File: config.mk
export PLATFORM = sky130hd
export DESIGN_NAME = router_sched
export DESIGN_NICKNAME = d
export VERILOG_FILES = /design/src/rtl/router_sched.sv
export SDC_FILE = /design/constraint.sdc
export NUM_CORES = 1
export LEC_CHECK = 0
export CORE_UTILIZATION = 40
export CTS_BUF_LIST = sky130_fd_sc_hd__clkbuf_8
export DETAILED_ROUTE_END_ITERATION = 10
export GPL_ROUTABILITY_DRIVEN = 0
export PLACE_DENSITY = 0.88
export REMOVE_ABC_BUFFERS = 1
export SKIP_LAST_GASP = 1
export SLEW_MARGIN = 20
export SYNTH_ARGS = -nofsm -noshare
export SYNTH_HDL_FRONTEND = slang
export SYNTH_SLANG_ARGS = --single-unit
File: constraint.sdc
create_clock -name CLK -period 4.2 [get_ports CLK]
set_input_delay 1.26 -clock CLK [delete_from_list [all_inputs] [get_ports CLK]]
set_output_delay 1.26 -clock CLK [all_outputs]
set_load 0.005 [all_outputs]
File: src/rtl/router_sched.sv
`default_nettype none
// +--------------------------------------------------------------------------+
// | Module      : router_sched                                               |
// | Description : Switch allocator and one-entry output staging for the      |
// |               three-port (C1, C2, P) tree router. Routes each pending    |
// |               input, arbitrates round-robin per output and registers     |
// |               winners behind valid/ready handshakes.                     |
// | Options     : ROUTER_SCHED_STATS_EN adds saturating 16-bit grant         |
// |               counters C1_gcnt, C2_gcnt, P_gcnt.                         |
// | Revision    : 1.0 - initial release                                      |
// +--------------------------------------------------------------------------+
module router_sched #(
  parameter int         WIDTH   = 9,
  parameter logic [3:0] ADDRESS = 4'b1000,
  parameter logic [3:0] MASK    = 4'b1000
) (
  input  logic             CLK,
  input  logic             _RESET,
  input  logic             C1in_valid,
  input  logic [WIDTH-1:0] C1in_data,
  output logic             C1in_ready,
  input  logic             C2in_valid,
  input  logic [WIDTH-1:0] C2in_data,
  output logic             C2in_ready,
  input  logic             Pin_valid,
  input  logic [WIDTH-1:0] Pin_data,
  output logic             Pin_ready,
  output logic             C1out_valid,
  output logic [WIDTH-1:0] C1out_data,
  input  logic             C1out_ready,
  output logic             C2out_valid,
  output logic [WIDTH-1:0] C2out_data,
  input  logic             C2out_ready,
  output logic             Pout_valid,
  output logic [WIDTH-1:0] Pout_data,
  input  logic             Pout_ready
`ifdef ROUTER_SCHED_STATS_EN
  ,
  output logic [15:0]      C1_gcnt,
  output logic [15:0]      C2_gcnt,
  output logic [15:0]      P_gcnt
`endif
);

  // Dest field occupies the top four bits; the child-select bit sits just below.
  localparam int c_DST_HI = WIDTH - 1;
  localparam int c_DST_LO = WIDTH - 4;
  localparam int c_SEL    = WIDTH - 5;

  logic             r_c1_valid, r_c2_valid, r_p_valid;
  logic [WIDTH-1:0] r_c1_data,  r_c2_data,  r_p_data;
  // Pointer 0 favours the first-listed source of each output's pair.
  logic             r_ptr_c1,   r_ptr_c2,   r_ptr_p;

  logic w_c1_local, w_c2_local;
  logic w_c1_req_c2, w_c1_req_p, w_c2_req_c1, w_c2_req_p, w_p_req_c1, w_p_req_c2;
  logic w_free_c1, w_free_c2, w_free_p;
  logic w_g_c1_from_c2, w_g_c1_from_p;
  logic w_g_c2_from_c1, w_g_c2_from_p;
  logic w_g_p_from_c1,  w_g_p_from_c2;
  logic w_gnt_c1, w_gnt_c2, w_gnt_p;

  // Route decode: children go down to the sibling when the packet is local,
  // otherwise up to P; the parent picks a child with the select bit.
  assign w_c1_local  = ((C1in_data[c_DST_HI:c_DST_LO] & MASK) == ADDRESS);
  assign w_c2_local  = ((C2in_data[c_DST_HI:c_DST_LO] & MASK) == ADDRESS);
  assign w_c1_req_c2 = C1in_valid &  w_c1_local;
  assign w_c1_req_p  = C1in_valid & ~w_c1_local;
  assign w_c2_req_c1 = C2in_valid &  w_c2_local;
  assign w_c2_req_p  = C2in_valid & ~w_c2_local;
  assign w_p_req_c1  = Pin_valid  & ~Pin_data[c_SEL];
  assign w_p_req_c2  = Pin_valid  &  Pin_data[c_SEL];

  // A slot can take a new packet when empty or draining this cycle.
  assign w_free_c1 = ~r_c1_valid | C1out_ready;
  assign w_free_c2 = ~r_c2_valid | C2out_ready;
  assign w_free_p  = ~r_p_valid  | Pout_ready;

  // Per-output two-way arbitration; reset blocks every grant so no input
  // sees ready while _RESET is low.
  assign w_g_c1_from_c2 = _RESET & w_free_c1 & w_c2_req_c1 & (~w_p_req_c1  | ~r_ptr_c1);
  assign w_g_c1_from_p  = _RESET & w_free_c1 & w_p_req_c1  & (~w_c2_req_c1 |  r_ptr_c1);
  assign w_g_c2_from_c1 = _RESET & w_free_c2 & w_c1_req_c2 & (~w_p_req_c2  | ~r_ptr_c2);
  assign w_g_c2_from_p  = _RESET & w_free_c2 & w_p_req_c2  & (~w_c1_req_c2 |  r_ptr_c2);
  assign w_g_p_from_c1  = _RESET & w_free_p  & w_c1_req_p  & (~w_c2_req_p  | ~r_ptr_p);
  assign w_g_p_from_c2  = _RESET & w_free_p  & w_c2_req_p  & (~w_c1_req_p  |  r_ptr_p);

  assign w_gnt_c1 = w_g_c1_from_c2 | w_g_c1_from_p;
  assign w_gnt_c2 = w_g_c2_from_c1 | w_g_c2_from_p;
  assign w_gnt_p  = w_g_p_from_c1  | w_g_p_from_c2;

  // Each input targets one output, so its ready is the OR of its two grants.
  assign C1in_ready = w_g_c2_from_c1 | w_g_p_from_c1;
  assign C2in_ready = w_g_c1_from_c2 | w_g_p_from_c2;
  assign Pin_ready  = w_g_c1_from_p  | w_g_c2_from_p;

  assign C1out_valid = r_c1_valid;
  assign C1out_data  = r_c1_data;
  assign C2out_valid = r_c2_valid;
  assign C2out_data  = r_c2_data;
  assign Pout_valid  = r_p_valid;
  assign Pout_data   = r_p_data;

  // Output registers and round-robin pointers; a grant loads the slot and
  // hands priority to the other source, otherwise a drain empties it.
  always_ff @(posedge CLK) begin
    if (!_RESET) begin
      r_c1_valid <= 1'b0;
      r_c2_valid <= 1'b0;
      r_p_valid  <= 1'b0;
      r_c1_data  <= '0;
      r_c2_data  <= '0;
      r_p_data   <= '0;
      r_ptr_c1   <= 1'b0;
      r_ptr_c2   <= 1'b0;
      r_ptr_p    <= 1'b0;
    end else begin
      if (w_gnt_c1) begin
        r_c1_valid <= 1'b1;
        r_c1_data  <= w_g_c1_from_p ? Pin_data : C2in_data;
        r_ptr_c1   <= w_g_c1_from_c2;
      end else if (C1out_ready) begin
        r_c1_valid <= 1'b0;
      end
      if (w_gnt_c2) begin
        r_c2_valid <= 1'b1;
        r_c2_data  <= w_g_c2_from_p ? Pin_data : C1in_data;
        r_ptr_c2   <= w_g_c2_from_c1;
      end else if (C2out_ready) begin
        r_c2_valid <= 1'b0;
      end
      if (w_gnt_p) begin
        r_p_valid <= 1'b1;
        r_p_data  <= w_g_p_from_c2 ? C2in_data : C1in_data;
        r_ptr_p   <= w_g_p_from_c1;
      end else if (Pout_ready) begin
        r_p_valid <= 1'b0;
      end
    end
  end

`ifdef ROUTER_SCHED_STATS_EN
  logic [15:0] r_c1_gcnt, r_c2_gcnt, r_p_gcnt;

  // Saturating grant counters, one per output.
  always_ff @(posedge CLK) begin
    if (!_RESET) begin
      r_c1_gcnt <= 16'd0;
      r_c2_gcnt <= 16'd0;
      r_p_gcnt  <= 16'd0;
    end else begin
      if (w_gnt_c1 && (r_c1_gcnt != 16'hFFFF)) r_c1_gcnt <= r_c1_gcnt + 16'd1;
      if (w_gnt_c2 && (r_c2_gcnt != 16'hFFFF)) r_c2_gcnt <= r_c2_gcnt + 16'd1;
      if (w_gnt_p  && (r_p_gcnt  != 16'hFFFF)) r_p_gcnt  <= r_p_gcnt  + 16'd1;
    end
  end

  assign C1_gcnt = r_c1_gcnt;
  assign C2_gcnt = r_c2_gcnt;
  assign P_gcnt  = r_p_gcnt;
`else
  // Grant statistics are not kept in this build.
`endif

endmodule
`default_nettype wire

; Word level (Yosys, flattened, before mapping)
; Cells that the tools add are included.
; Widths: inputs -> output; s select.
[totals]
reg_bits = 33
latchBits = 0
ram_bits = 0
romBits = 0
inputBits = 35
output_inout_bits = 33
elab_cells = 72
n_memories = 0
[op_classes]
n_addsub = 0
mul = 0
n_div = 0
magnitude_cmp = 0
n_eq_ne = 0
n_shift = 0
n_mux = 9
bitwise = 51
reduce_logical = 3
[op_table]
columns = operator, n
row1 = $mux 9, 3
row2 = $and 1x1->1, 21
row3 = $not 1->1, 15
row4 = $or 1x1->1, 15
row5 = $mux 1, 6
row6 = $reduce_bool 2->1, 3

; Logic depth before layout (Yosys ltp)
; Gate-level depths: netlist of the first run.
[depth]
word_depth = 7
depth_mapped = 5
mapped_depth_nobuf = 4

; Worst setup path after synthesis of the first run
; OpenSTA, ideal clock, no wires.
[synth_timing]
path_type = in2out
from = in C1in_data[8]
to = out C2in_ready
t_arrival_ps = 1914
t_required_ps = 2940
setup_slack_ps = 1026
path_stages = 4
n_path_buf = 1
cell_sequence = or3b_1 > nand4_1 > buf_6 > nand2_1
[synth_between]
elab_chain_len = 6
[synth_rtl]
columns = element, line_no
row1 = from (decl), 20  ; input logic [WIDTH-1:0] C1in_data,
row2 = $not 1->1, 68  ; assign w_c1_req_p = C1in_valid & ~w_c1_local;
row3 = $and 1x1->1, 68
row4 = $not 1->1, 86  ; assign w_g_p_from_c2 = _RESET & w_free_p & w_c2_req_p & (~w_c1_req_p | r_ptr_p);
row5 = $or 1x1->1, 86
row6 = $and 1x1->1, 86
row7 = $or 1x1->1, 94  ; assign C2in_ready = w_g_c1_from_c2 | w_g_p_from_c2;
row8 = to (decl), 24  ; output logic C2in_ready,
; No other way between the ends.

; Worst setup path in the final report of the first run
[layout_timing]
from = in Pin_valid
to = out Pin_ready
[layout_between]
elab_chain_len = 4
word_cells_on_any_way = 7
cone_classes = bitwise (7)
[layout_rtl]
columns = element, line_no
row1 = from (decl), 25  ; input logic Pin_valid,
row2 = $and 1x1->1 (on tied branches), "71, 72"
row3 = $and 1x1->1 (on tied branches) (2 in a row), "82, 84"
row4 = $or 1x1->1 *, 95  ; assign Pin_ready = w_g_c1_from_p | w_g_c2_from_p;
row5 = to (decl), 27  ; output logic Pin_ready,
; Every way passes the cells marked *; elsewhere a longest branch is shown, timed or not.

==> summary.md, run 1 <==
| Metric | Value |
|---|---|
| Final ANT Viol Nets | `0` |
| Fin. Hold Viols | `0` |
| # fillers | `294` |
| Die area | `3919 um2` |
| # clock sinks | `33` |
| Fmax | `0.2460 GHz` |
| Fin area | `2286 um2` |
| Area post-placement | `2197 um2` |
| Sequential share of power | `47.2%` |
| Layout Utilization | `66.92%` |
| CTS clk-pin slew, worst paths | `70 ps` |
| Nets@finish | `265` |
| Top cells by area, synth | `dfxtp_1 (45%), mux2i_1 (16%), a21oi_1 (8.9%), o21ai_0 (8.2%), nand2_1 (2.3%)` |
| First-pass GRT wire length | `6727 um` |
| Register area | `660.6 um2` |
| Proportion of layout cells with a drive suffix above 1 | `7.391%` |
| Post-Route Setup TNS | `0 ps` |
| Core Region | `3416 um2` |
| RSZ-0062 raised after global routing | `false` |
| Port bufs | `67` |
| Seq cells post-synth | `33` |
| Initial antenna violation count | `0` |
| Critical path capture point type | `output port` |
| GRT Overall Usage | `21.97%` |
| DRT iter0 DRCs | `68` |
| Slew headroom | `69.79%` |
| Vias in the first global route | `1422` |
| EDFF count, synth | `0` |
| Sw Pwr | `181.7 uW` |
| Crit Path Class | `in2out` |
| Synth warnings | `0` |
| Remaining DRCs | `0` |
| Multi-input gate area | `737.0 um2` |
| Tcrit/Tclk final | `96.78%` |
| Yosys cell types | `26` |
| WP data arrival | `2800 ps` |
| Final setup fails | `0` |
| Post-synthesis cell area | `1469 um2` |
| Max Slew Vio Count | `0` |
| Share of the synthesized area in the top cell type | `44.97%` |
| Comb pwr share | `20.8%` |
| Worst-Skew Late Latency | `280 ps` |
| Ant. Diodes | `0` |
| Pre-antenna DRT Iters | `6` |
| Via/cell ratio | `5.286` |
| Worst-path fanout max | `5` |
| Die height | `62.60 um` |
| P_leak | `1.045 nW` |
| Num ports | `68` |
| Starting Density | `43.00%` |
| Sequential area share after synthesis | `44.97%` |
| Post-CTS Hold Fix Bufs | `0` |
| Worst slew pin tran | `452.4 ps` |
| Die W | `62.60 um` |
| CTS buffer count | `5` |
| Cell Pwr Density | `323.0 nW/um2` |
| Min-delay worst type | `reg2reg` |
| Number of core rows | `21` |
| Largest net degree at the start of global routing | `24` |
| Max clock buf depth | `2` |
| Final WL | `3983 um` |
| DR WL/cell | `14.43 um` |
| Total number of vias | `1459` |
| CTS tree | `done` |
| Net Sw Frac | `24.60%` |
| Clock share of power | `32.0%` |
| Syn_area_per_cell | `9.297 um2` |
| Asr flop ratio synth | `0%` |
| Hpwl dp | `2905 um` |
| P&R area growth vs syn | `55.62%` |
| Syn Inst Count | `158` |
| Status | `complete, no violations` |
| CTS H-tree lvls | `2` |
| Post-synth top area cell | `dfxtp_1` |
| Worst IR Drop VDD | `0.1951 mV` |
| Most used DFF post-synth | `dfxtp_1` |
| Grt ovf | `0` |
| Startpoint types | `input pin` |
| Critical Path RT | `2940 ps` |
| Max_cap viols | `0` |
| Min cycle time layout | `4065 ps` |
| Cell Int Power | `556.8 uW` |
| Clock root cell | `clkbuf_8` |
| Clock Skew | `5.510 ps` |
==> per-stage QoR <==
step / total power [mW] / worst slack, ps / instances / hold slack (ps)
floorplan: 0.4057 / 778.2 / 148 / 445.0
global placement: 0.5051 / 91.54 / 269 / 464.0
detailed placement: 0.5083 / 67.08 / 269 / 479.7
CTS: 0.7458 / 66.00 / 276 / 489.9
global route: 0.7768 / 36.20 / 276 / 508.5
finish: 0.7385 / 135.4 / 276 / 490.2
==> layout by cell type, fill, tap and decap left out, types with 3 or more instances in the layout <==
cell             netlist  routed
o21ai_0               24      24
nand2b_1               3       3
clkdlybuf4s50_1        0      66
nand2_1                9       9
mux2i_1               24      24
nand3_1                3       3
buf_4                  3       8
a21oi_1               26      26
inv_1                  3       4
nand4_1                3       3
dfxtp_1               33      33
clkbuf_8               0       6
==> routing by layer <==
metal	GRT usage [%]	vias to the layer above	routed length, um
li1	-	723	-
met4	9.593	0	78
met5	0	-	0
met2	33.56	69	1811
met1	27.23	658	1704
met3	8.577	9	389
==> timing repair <==
| item | in CTS | in global routing |
|---|---|---|
| setup buffers | 0 | 0 |
| gates resized for setup | 0 | 1 |
| endpoints found under the setup margin | 0 | 2 |
==> cell type report <==
cell class,instances,area share (%)
clock buffer,6,3.612
clock inverter,1,0.1642
inverter,3,0.4926
multi-input combinational,112,32.24
sequential,33,28.90
tap,46,2.518
timing repair buffer,75,32.07
==> kinds of logic (layout without fill, tap and decap cells) <==
| kind of cell | count (synthesis) | in the layout | synth area share, % |
|---|---|---|---|
| compound gates | 57 | 57 | 21.64 |
| buf+inv | 13 | 85 | 4.855 |
| flops | 33 | 33 | 44.97 |
| mux | 24 | 24 | 16.35 |
| simple gates | 31 | 31 | 12.18 |
==> worst max-delay path: stages <==
cell	delay, ps
clkdlybuf4s50_1	570
and2b_1	210
o2111ai_1	140
nand2_1	100
clkdlybuf4s50_1	520
==> Yosys cell counts (all sizes together) (2+ instances only) <==
master and n:
nand2 9, clkbuf 3, buf 7, mux2i 24, nand3 3, and3 2, o221a 2, dfxtp 33
nand4 3, nor2 2, and2 2, nand2b 3, inv 3, o211a 2, a21oi 26, nor2b 2
o21ai 24, o2111ai 2
==> state kept, by name, indices dropped and copies added, names as in the netlist <==
signal and count:
C2out_valid 1, C1out_data 9, r_ptr_c1 1, Pout_data 9, C2out_data 9, r_ptr_p 1, Pout_valid 1, C1out_valid 1
r_ptr_c2 1
==> power groups by stage <==
stage          logic [mW]  registers, mW  clock network, mW
2_1_floorplan      0.0509          0.355                  0
3_3_place_gp        0.151          0.354                  0
3_5_place_dp        0.153          0.355                  0
4_1_cts             0.154          0.349              0.243
5_1_grt             0.166          0.351              0.259
6_report            0.154          0.348              0.236
==> worst paths after layout <==
check,from,end,slack (ps),cells after the start
hold / removal,r_ptr_c2,r_ptr_c2,490,2
setup reg to reg,r_ptr_p,Pout_data[4],2720,5
setup / recovery,Pin_valid,Pin_ready,140,5
hold reg to reg,r_ptr_c2,r_ptr_c2,490,2
No activity file was read; power rests on OpenSTA's default activity.
==> inputs of run 2 (changes only) <==
--- a/config.mk
+++ b/config.mk
@@ -5,6 +5,7 @@
 export SDC_FILE = /design/constraint.sdc
 export NUM_CORES = 1
 export LEC_CHECK = 0
+export CORE_ASPECT_RATIO = 1.4
 export CORE_UTILIZATION = 40
 export CTS_BUF_LIST = sky130_fd_sc_hd__clkbuf_8
 export DETAILED_ROUTE_END_ITERATION = 10
==> summary.md, run 2 (same netlist as run 1, synthesis figures left out) <==
| Metric | Value |
|---|---|
| Fin area | `2270 um2 (was 2286 um2)` |
| Starting Density | `42.69% (was 43.00%)` |
| Commonest non-fill, non-tap cells in the layout | `clkdlybuf4s50_1 (67), dfxtp_1 (33), a21oi_1 (26) (was clkdlybuf4s50_1 (66), dfxtp_1 (33), a21oi_1 (26))` |
| Num ports | `68 (unchanged)` |
| CTS resizes | `0 (unchanged)` |
| Post-CTS Hold Fix Bufs | `0 (unchanged)` |
| Worst Setup EP | `C2in_ready (was Pin_ready)` |
| Final WL | `3974 um (was 3983 um)` |
| Die height | `73.70 um (was 62.60 um)` |
| Max_cap viols | `0 (unchanged)` |
| Worst IR Drop VDD | `0.2568 mV (was 0.1951 mV)` |
| Core Region | `3441 um2 (was 3416 um2)` |
| Worst hold margin | `478.5 ps (was 490.2 ps)` |
| DRT iter0 DRCs | `22 (was 68)` |
| Grt ovf | `0 (unchanged)` |
| Net Sw Frac | `25.40% (was 24.60%)` |
| Crit path launch | `C2in_valid (was Pin_valid)` |
| Cell Pwr Density | `318.6 nW/um2 (was 323.0 nW/um2)` |
| Status | `complete, no violations (unchanged)` |
| First-pass GRT wire length | `5899 um (was 6727 um)` |
| Cell Int Power | `539.5 uW (was 556.8 uW)` |
| Ant. Diodes | `0 (unchanged)` |
| Power Total | `723.1 uW (was 738.5 uW)` |
| Worst-Skew Late Latency | `290 ps (was 280 ps)` |
| Total number of vias | `1426 (was 1459)` |
| Proportion of layout cells with a drive suffix above 1 | `6.926% (was 7.391%)` |
| RR Endpoint | `C2out_data[2] (was Pout_data[4])` |
| Post-Route Setup TNS | `0 ps (unchanged)` |
| Crit Path Class | `in2out (unchanged)` |
| Min-delay worst type | `reg2reg (unchanged)` |
| Initial antenna violation count | `0 (unchanged)` |
| CTS clk-pin slew, worst paths | `70 ps (about the same)` |
| P_leak | `1.039 nW (was 1.045 nW)` |
| Slew headroom | `37.99% (was 69.79%)` |
| DR WL/cell | `14.66 um (was 14.43 um)` |
| Nets@finish | `265 (unchanged)` |
| Final Worst Setup Slack | `118.4 ps (was 135.4 ps)` |
| WP data arrival | `2820 ps (was 2800 ps)` |
| Startpoint types | `input pin (unchanged)` |
| Number of core rows | `25 (was 21)` |
| Final setup fails | `0 (unchanged)` |
| Clock share of power | `30.7% (was 32.0%)` |
| Most common cell after layout, fill and taps aside | `clkdlybuf4s50_1 (unchanged)` |
| Die area | `3922 um2 (was 3919 um2)` |
| Die W | `53.22 um (was 62.60 um)` |
| Fmax | `0.2450 GHz (was 0.2460 GHz)` |
| Pre-CTS WS | `139.0 ps (was 67.08 ps)` |
| Largest net degree at the start of global routing | `20 (was 24)` |
| Min cycle time layout | `4082 ps (was 4065 ps)` |
| Comb pwr share | `21.2% (was 20.8%)` |
| R2r setup slk | `2550 ps (was 2720 ps)` |
| Area post-placement | `2190 um2 (was 2197 um2)` |
| Hpwl dp | `2888 um (was 2905 um)` |
| Worst-case reg-to-reg path depth | `4 (was 5)` |
| RSZ-0062 raised after global routing | `false (unchanged)` |
| P&R area growth vs syn | `54.51% (was 55.62%)` |
| CTS tree | `done (unchanged)` |
| Fin. Hold Viols | `0 (unchanged)` |
| Remaining DRCs | `0 (unchanged)` |
| Max Slew Vio Count | `0 (unchanged)` |
| Clock Skew | `6.991 ps (was 5.510 ps)` |
| Critical Path RT | `2940 ps (about the same)` |
| R2R Path Start | `C2out_valid (was r_ptr_p)` |
| Placed Instances | `263 (was 269)` |
| CTS buffer count | `5 (unchanged)` |
| CTS H-tree lvls | `2 (unchanged)` |
| Final ANT Viol Nets | `0 (unchanged)` |
| Sw Pwr | `183.6 uW (was 181.7 uW)` |
| Clock root cell | `clkbuf_8 (unchanged)` |
| Vias in the first global route | `1331 (was 1422)` |
| Post-CTS Setup Repair Bufs | `0 (unchanged)` |
| Pre-antenna DRT Iters | `4 (was 6)` |
| GRT Overall Usage | `21.30% (was 21.97%)` |
| Critical path capture point type | `output port (unchanged)` |
| Tcrit/Tclk final | `97.18% (was 96.78%)` |
| Layout Utilization | `65.96% (was 66.92%)` |
| # clock sinks | `33 (unchanged)` |
| Post-Layout Cell Count | `271 (was 276)` |
| Port bufs | `67 (unchanged)` |
| Max clock buf depth | `2 (unchanged)` |
| Sequential share of power | `48.1% (was 47.2%)` |
| Worst-path fanout max | `4 (was 5)` |
| Via/cell ratio | `5.262 (was 5.286)` |
| Worst slew pin tran | `926.0 ps (was 452.4 ps)` |
[run 2: worst min path at each step]
stage	from	cells after the start	slack, ps	endpoint
after floorplan	r_ptr_p	2	440	r_ptr_p
after global placement	r_ptr_c2	2	460	r_ptr_c2
after detailed placement	r_ptr_c2	2	470	r_ptr_c2
after CTS	r_ptr_c2	2	480	r_ptr_c2
after global routing	r_ptr_c2	2	520	r_ptr_c2
final	r_ptr_c2	2	480	r_ptr_c2
[run 2: area by class of cell]
| class | count | area (um2) |
|---|---|---|
| fillers | 306 | 1171 |
| flip-flops and latches | 33 | 660.6 |
| clock buffers | 5 | 68.82 |
| well taps | 40 | 50.05 |
| clock inverters | 3 | 11.26 |
| inverters | 3 | 11.26 |
| multi-input cells | 112 | 737.0 |
| repair buffers | 75 | 730.7 |
[run 2: power by group through the flow]
| stage | sequential (mW) | clock (mW) | combinational, mW |
|---|---|---|---|
| after floorplan | 0.355 | 0 | 0.0509 |
| after global placement | 0.354 | 0 | 0.151 |
| after detailed placement | 0.355 | 0 | 0.153 |
| after CTS | 0.348 | 0.225 | 0.154 |
| after global routing | 0.351 | 0.239 | 0.167 |
| final | 0.348 | 0.222 | 0.153 |
[run 2: critical path, cell delays in order]
cell and delay [ps]:
clkdlybuf4s50_1 490, nor2b_1 280, nand4_1 190, nand2_1 110
clkdlybuf4s50_1 500
[run 2: metal layers]
layer,wire (um),vias to the layer above,part of all wire [%],GRT usage [%]
li1,-,722,-,-
met1,1653,632,42,24.75
met2,1928,62,49,33.89
met3,283,10,7.1,6.418
met4,109,0,2.7,11.99
met5,0,-,0,0
==> inputs of run 3 (changes only) <==
--- a/config.mk
+++ b/config.mk
@@ -6,6 +6,7 @@
 export NUM_CORES = 1
 export LEC_CHECK = 0
 export CORE_ASPECT_RATIO = 1.4
+export CORE_MARGIN = 1
 export CORE_UTILIZATION = 40
 export CTS_BUF_LIST = sky130_fd_sc_hd__clkbuf_8
 export DETAILED_ROUTE_END_ITERATION = 10
==> results of run 3 <==
Same layout as run 2: the final DEF is identical, and so are final timing and power.
